**src/rtl/seq_subtractor.sv**
```systemverilog
// Multi-cycle WIDTH-bit subtractor (a - b - bi), CHUNK bits per clock with a registered borrow chain.
// Optional signed-overflow flag enabled by defining SEQ_SUBTRACTOR_OVF_EN.
module seq_subtractor #(
    parameter int unsigned WIDTH = 64,
    parameter int unsigned CHUNK = 8
) (
    input  logic             clk,
    input  logic             rst,
    input  logic             in_valid,
    output logic             in_ready,
    input  logic [WIDTH-1:0] a,
    input  logic [WIDTH-1:0] b,
    input  logic             bi,
    output logic             out_valid,
    input  logic             out_ready,
    output logic [WIDTH-1:0] diff,
    output logic             bo,
    output logic             ovf
);

    localparam int unsigned NCHUNK = WIDTH / CHUNK;
    localparam int unsigned IDX_W  = (NCHUNK > 1) ? $clog2(NCHUNK) : 1;
    localparam int unsigned LAST   = NCHUNK - 1;

    if (CHUNK == 0 || (WIDTH % CHUNK) != 0) begin : g_bad_chunk
        $error("seq_subtractor: WIDTH must be a non-zero integer multiple of CHUNK");
    end

    typedef enum logic [1:0] {
        S_IDLE,
        S_RUN,
        S_DONE
    } state_e;

    state_e             state_q, state_d;
    logic [IDX_W-1:0]   idx_q, idx_d;
    logic               borrow_q, borrow_d;
    logic [WIDTH-1:0]   a_q, a_d;
    logic [WIDTH-1:0]   b_q, b_d;
    logic [WIDTH-1:0]   diff_q, diff_d;
    logic               bo_q, bo_d;
    logic               in_ready_q, in_ready_d;
    logic               out_valid_q, out_valid_d;
    logic [CHUNK:0]     sub_c;

`ifdef SEQ_SUBTRACTOR_OVF_EN
    logic a_msb_q, a_msb_d;
    logic b_msb_q, b_msb_d;
    logic ovf_q, ovf_d;
`endif

    // State and datapath registers
    always_ff @(posedge clk or posedge rst) begin
        if (rst) begin
            state_q     <= S_IDLE;
            idx_q       <= '0;
            borrow_q    <= 1'b0;
            a_q         <= '0;
            b_q         <= '0;
            diff_q      <= '0;
            bo_q        <= 1'b0;
            in_ready_q  <= 1'b1;
            out_valid_q <= 1'b0;
        end else begin
            state_q     <= state_d;
            idx_q       <= idx_d;
            borrow_q    <= borrow_d;
            a_q         <= a_d;
            b_q         <= b_d;
            diff_q      <= diff_d;
            bo_q        <= bo_d;
            in_ready_q  <= in_ready_d;
            out_valid_q <= out_valid_d;
        end
    end

`ifdef SEQ_SUBTRACTOR_OVF_EN
    always_ff @(posedge clk or posedge rst) begin
        if (rst) begin
            a_msb_q <= 1'b0;
            b_msb_q <= 1'b0;
            ovf_q   <= 1'b0;
        end else begin
            a_msb_q <= a_msb_d;
            b_msb_q <= b_msb_d;
            ovf_q   <= ovf_d;
        end
    end
`endif

    // Next-state: operands shift right one chunk per RUN cycle, results enter diff from the top
    always_comb begin
        state_d     = state_q;
        idx_d       = idx_q;
        borrow_d    = borrow_q;
        a_d         = a_q;
        b_d         = b_q;
        diff_d      = diff_q;
        bo_d        = bo_q;
        in_ready_d  = in_ready_q;
        out_valid_d = out_valid_q;
`ifdef SEQ_SUBTRACTOR_OVF_EN
        a_msb_d     = a_msb_q;
        b_msb_d     = b_msb_q;
        ovf_d       = ovf_q;
`endif
        sub_c = {1'b0, a_q[CHUNK-1:0]} - {1'b0, b_q[CHUNK-1:0]} - (CHUNK+1)'(borrow_q);

        case (state_q)
            S_IDLE: begin
                if (in_valid && in_ready_q) begin
                    a_d        = a;
                    b_d        = b;
                    borrow_d   = bi;
                    idx_d      = '0;
                    in_ready_d = 1'b0;
                    state_d    = S_RUN;
`ifdef SEQ_SUBTRACTOR_OVF_EN
                    a_msb_d    = a[WIDTH-1];
                    b_msb_d    = b[WIDTH-1];
`endif
                end
            end
            S_RUN: begin
                a_d      = a_q >> CHUNK;
                b_d      = b_q >> CHUNK;
                diff_d   = (diff_q >> CHUNK) | (WIDTH'(sub_c[CHUNK-1:0]) << (WIDTH - CHUNK));
                borrow_d = sub_c[CHUNK];
                idx_d    = idx_q + IDX_W'(1);
                if (idx_q == IDX_W'(LAST)) begin
                    idx_d       = '0;
                    bo_d        = sub_c[CHUNK];
                    out_valid_d = 1'b1;
                    state_d     = S_DONE;
`ifdef SEQ_SUBTRACTOR_OVF_EN
                    // Top chunk's MSB is the result sign bit
                    ovf_d       = (a_msb_q != b_msb_q) && (sub_c[CHUNK-1] != a_msb_q);
`endif
                end
            end
            S_DONE: begin
                if (out_ready) begin
                    out_valid_d = 1'b0;
                    in_ready_d  = 1'b1;
                    state_d     = S_IDLE;
                end
            end
            default: begin
                state_d = S_IDLE;
            end
        endcase
    end

    assign in_ready  = in_ready_q;
    assign out_valid = out_valid_q;
    assign diff      = diff_q;
    assign bo        = bo_q;
`ifdef SEQ_SUBTRACTOR_OVF_EN
    assign ovf       = ovf_q;
`else
    assign ovf       = 1'b0;
`endif

endmodule
```
**config.mk**
```make
export PLATFORM = sky130hd
export DESIGN_NAME = seq_subtractor
export DESIGN_NICKNAME = d
export VERILOG_FILES = /design/src/rtl/seq_subtractor.sv
export SDC_FILE = /design/constraint.sdc
export NUM_CORES = 1
export LEC_CHECK = 0
export BUFFER_PORTS_ARGS = -buffer_cell sky130_fd_sc_hd__buf_2
export CAP_MARGIN = 15
export CORE_UTILIZATION = 25
export CTS_CLUSTER_DIAMETER = 200
export DETAILED_ROUTE_END_ITERATION = 8
export SLEW_MARGIN = 20
export SYNTH_ARGS = -nofsm -noshare
export SYNTH_HDL_FRONTEND = slang
export SYNTH_SLANG_ARGS = --single-unit
```
**constraint.sdc**
```tcl
create_clock -name clk -period 8.5 [get_ports clk]
set_input_delay 0.85 -clock clk [delete_from_list [all_inputs] [get_ports clk]]
set_output_delay 0.85 -clock clk [all_outputs]
set_load 0.02 [all_outputs]
```
Yosys cells after proc, flatten, opt, wreduce, memory -nomap -nowiden
Cells that the tools add are included.
{ "word_totals": {"register_bits": 201, "input_bits": 133, "output_inout_bits": 68, "word_cells": 48} }
{ "classes": {"n_addsub": 3, "eq_ne": 6, "muxes": 19, "n_bitwise": 1, "n_reduce_logical": 10} }
{ "op_table": {"columns": ["operator", "n"], "rows": [
  ["64-bit case mux with 2 select lines", 2],
  ["64-bit two-way mux", 2],
  ["56-bit by 64-bit bitwise OR with 64-bit output", 1],
  ["3-bit AND reduction", 3],
  ["8-bit by 8-bit subtractor with 9-bit output", 1],
  ["9-bit by 1-bit subtractor with 9-bit output", 1],
  ["2-bit two-way mux", 3],
  ["3-bit two-way mux", 2],
  ["2-bit inequality test (second input constant)", 3],
  ["1-bit case mux with 2 select lines", 3],
  ["2-bit case mux with 3 select lines", 1],
  ["3-bit case mux with 2 select lines", 1],
  ["2-bit nonzero test", 3],
  ["1-bit two-way mux", 5],
  ["2-bit AND reduction", 2],
  ["3-bit by 1-bit adder with 3-bit output (second input constant)", 1],
  ["3-bit == test (second input constant)", 1],
  ["2-bit by 1-bit == test with 1-bit output (second input constant)", 1],
  ["2-bit == test (second input constant)", 1],
  ["2-bit logical NOT", 1],
  ["1-bit logical AND", 1]
]} }

Logic depth before layout (Yosys ltp)
{ "depth": {"ltp_word": 3, "ltp_mapped": 8, "depth_no_buf": 8} }

Least setup slack after synthesis
No wires, ideal clock.
{ "synth_path": {"path_kind": "register to register", "start": "register borrow_q", "end": "register bo_q (netlist: bo)", "setup_time_ps": 68, "arrival_time_ps": 1946, "slack_ps": 6485, "path_stages_with_launch": 8, "path_buffers": 0, "synth_period_minus_slack_ps": 2015, "cell_sequence": "dfrtp_1 > inv_1 > fa_1 > fa_1 > nor3b_1 > o211ai_1 > a211o_1 > nand3_1"} }
{ "synth_via": {"elab_chain_len": 1} }
{ "synth_lines": {"columns": ["element", "line", "text"], "rows": [
  ["start, declared", "37", "logic borrow_q, borrow_d;"],
  ["start signal, assigned", "67", "borrow_q <= borrow_d;"],
  ["9-bit by 1-bit subtractor with 9-bit output", "107", "sub_c = {1'b0, a_q[CHUNK-1:0]} - {1'b0, b_q[CHUNK-1:0]} - (CHUNK+1)'(borrow_q);"],
  ["end signal, assigned", "71", "bo_q <= bo_d;"],
  ["end, declared", "41", "logic bo_q, bo_d;"]
]} }
Every way passes these cells.
A chain may end at the register's enable or synchronous reset.

Worst setup path in the final report
{ "layout_path": {"start": "register state_q[0]", "end": "register a_q[33]"} }
{ "layout_via": {"elab_chain_len": 3} }
{ "layout_lines": {"columns": ["element", "line", "text"], "rows": [
  ["start, declared", "35", "state_e state_q, state_d;"],
  ["start signal, assigned", "65", "state_q <= state_d;"],
  ["2-bit by 1-bit == test with 1-bit output / 2-bit logical NOT (equally long branches)", "109", "case (state_q)"],
  ["2-bit nonzero test (no source line) / 2-bit inequality test (equally long branches)", null, null],
  ["2-bit AND reduction (no source line)", null, null],
  ["end signal, assigned", "58", "a_q <= '0;"],
  ["end signal, assigned", "68", "a_q <= a_d;"],
  ["end, declared", "38", "logic [WIDTH-1:0] a_q, a_d;"]
]} }
Parallel ways exist; a longest one is shown, timed or not.

==> impl_metrics.ini <==
[power]
irDropWorstVdd_mv = 0.117
leakage_nw = 4.92
power_density_nw_per_um2 = 188
power_mw = 2.11

[grt]
antenna_found_initial = 5
grt.total_usage_pct = 12.4
grt_pass1_wl_mm = 37.3
grt_max_degree = 130
gr-total-overflow = 0
grt_pass1_vias = 6819

[place]
io_buffers = 199
place_area_um2 = 10400
place.detailed.hpwl_mm = 16.0
place_congestion = 0.755

[clock_tree]
clockBufferDepth = 3
cts_num_sinks = 201
clk_latency_ns = 0.54
cts_root_buffer = clkbuf_16
cts_resized = 0
cts_tree = built
clk_transition_reported_paths_ns = 0.06
hold_buffers = 0
htreeDepth = 1
postCtsSetupRepairBufs = 0
cts_buffers = 25

[synthesis]
synth_cell_types = 37
avgSynthCellArea_um2 = 9.75
netlist_instances = 943
netlist_area_um2 = 9190
ys_warn_count = 0
synth_seq_cells = 201
ys_seq_area_share_pct = 54.7
synth_nets = 1094

[worst_setup_path]
crit_path_max_fanout = 75
crit_type = reg2reg
worstPathArrival_ns = 3.79
critPathCaptureType = flip-flop
cp-start-kind = flip-flop
crit_required_ns = 8.89

[floorplanning]
initial_core_util_pct = 25.6
die_area_um2 = 37500
ioPinCount = 201
die_w_um = 194
die_h_um = 194
core_um2 = 35900
rows = 69

[final_layout]
finalInstanceArea_um2 = 11200
fillers = 3784
antennaDiodeCount = 0
syn_to_final_growth_pct = 22.1
drive_gt1_share_pct = 22.2
fin_nets = 1265

[min_path]
hold_class = in2async

[sta]
finalSetupTns_ns = 0
rsz0062_at_grt = false
drv_slew = 0
relSlewSlack_pct = 30.7
period_minus_slack_ns = 3.41
period_share_pct = 40.1
finalHoldViolCount = 0
tightest_slew_ns = 1.04
setup_viol = 0
fin_skew_ns = 0.0149
fmax_mhz = 294

[route]
drc_errors = 0
wirelength_mm = 23.4
wl_per_cell_um = 14.7
dr.pass1.iters = 4
ant_nets = 0
drt_iter0_markers = 285
route.vias.total = 7020
routed_via_density = 4.40

[job]
maxCapViolCount = 0

[run_status]
outcome = finished clean
==> cell usage after synthesis (all sizes together) <==
cell      n  share of area, %
a211o     1             0.095
a211oi    2              0.22
a21o      1             0.082
a21oi    15              0.82
a31oi     3              0.20
and3      1             0.068
and4bb    1              0.14
buf      39               4.2
clkbuf   22              0.90
conb      1             0.041
dfrtp   200                54
dfstp     1              0.29
fa        2              0.44
ha       16               2.2
inv      23              0.94
mux2i   104                11
nand2   329                13
nand2b    3              0.20
nand3     5              0.27
nand3b    2              0.16
nand4     1             0.068
nor2     16              0.65
nor2b     1             0.068
nor3      3              0.16
nor3b     1             0.082
nor4b     1             0.095
o211ai    2              0.16
o21ai   140               7.6
o21bai    1             0.082
or3       1             0.068
xnor2     4              0.38
xor2      1             0.095
==> power by group <==
| group | internal, mW | leakage (nW) | switching [mW] |
|---|---|---|---|
| sequential | 0.957 | 2.11 | 0 |
| clock | 0.671 | 0.420 | 0.424 |
| combinational | 0.0230 | 2.39 | 0.0317 |
| total | 1.65 | 4.92 | 0.456 |
==> path summary, 6_finish.rpt <==
check	startpoint	endpoint	slack (ns)	cells after the start
worst max-delay path	state_q[0]	a_q[33]	5.09	5
worst min-delay path	rst	a_q[53]	0.43	2
worst max register to register	state_q[0]	a_q[33]	5.09	5
worst min register to register	diff[7]	diff[7]	0.47	2
max in group asynchronous	rst	diff[4]	6.55	3
min in group clk	diff[7]	diff[7]	0.47	2
==> flip-flops by register name (all words and copies together), names as in the netlist <==
name / flops
borrow_q: 1
a_q: 64
idx_q: 3
diff: 64
state_q: 2
b_q: 64
bo: 1
out_valid: 1
in_ready: 1
==> stage by stage <==
step | hold slack, ns | worst slack, ns | cells | util [%]
after global routing | 0.496 | 4.79 | 1594 | 31.2
after detailed placement | 0.460 | 4.65 | 1548 | 28.9
after floorplan | 0.449 | 2.17 | 943 | -
final | 0.430 | 5.09 | 1594 | 31.2
after CTS | 0.474 | 5.00 | 1594 | 31.2
after global placement | 0.454 | 4.67 | 1548 | 28.9
==> worst max-delay path, stage by stage, from the launching register on <==
cell and delay [ns]:
dfrtp_1 0.45, and4bb_4 0.83, buf_4 0.63, buf_4 0.91, mux2i_1 0.28, o21ai_1 0.08
==> kinds of logic after synthesis <==
| family | after synthesis | synth area share, % |
|---|---|---|
| AND/OR/NAND/NOR | 365 | 15.5 |
| other | 1 | 0.0408 |
| adder cells (fa/ha/maj) | 18 | 2.61 |
| AO/OA/AOI/OAI | 165 | 9.28 |
| buffers and inverters | 84 | 6.06 |
| flip-flops | 201 | 54.7 |
| XOR/XNOR | 5 | 0.476 |
| multiplexers | 104 | 11.3 |
==> layout make-up <==
class | count | area (um2) | share of cell area, %
flip-flops and latches | 201 | 5030 | 44.8
multi-input cells | 658 | 3620 | 32.3
repair buffers | 205 | 1040 | 9.28
clock buffers | 34 | 699 | 6.23
well taps | 461 | 577 | 5.14
clock inverters | 12 | 155 | 1.38
inverters | 23 | 93.8 | 0.836
==> cells in the final DEF (no fill, tap or decap), types with 2 or more instances in the layout <==
cell type  count
buf_2        199
inv_1         22
clkinv_4       2
dfrtp_1      200
clkbuf_1       5
a31oi_1        3
inv_8          2
o211ai_1       2
ha_1          16
nand3b_1       2
fa_1           2
xnor2_1        4
nand3_1        5
o21ai_1      106
clkbuf_8       4
buf_4          6
clkbuf_16     25
clkinv_2       4
o21ai_0       34
nand2_1      329
nor3_1         3
mux2i_1      104
bufinv_16      3
nor2_1        16
a21oi_1       15
nand2b_1       2
==> layer usage <==
layer	part of all wire, %	up-vias	track usage (%)
met3	6.5	40	3.41
met1	46	3319	17.0
met5	0.19	-	0
met2	45	192	19.2
met4	2.0	8	2.96
li1	-	3461	-
No activity file was read; power rests on OpenSTA's default activity.
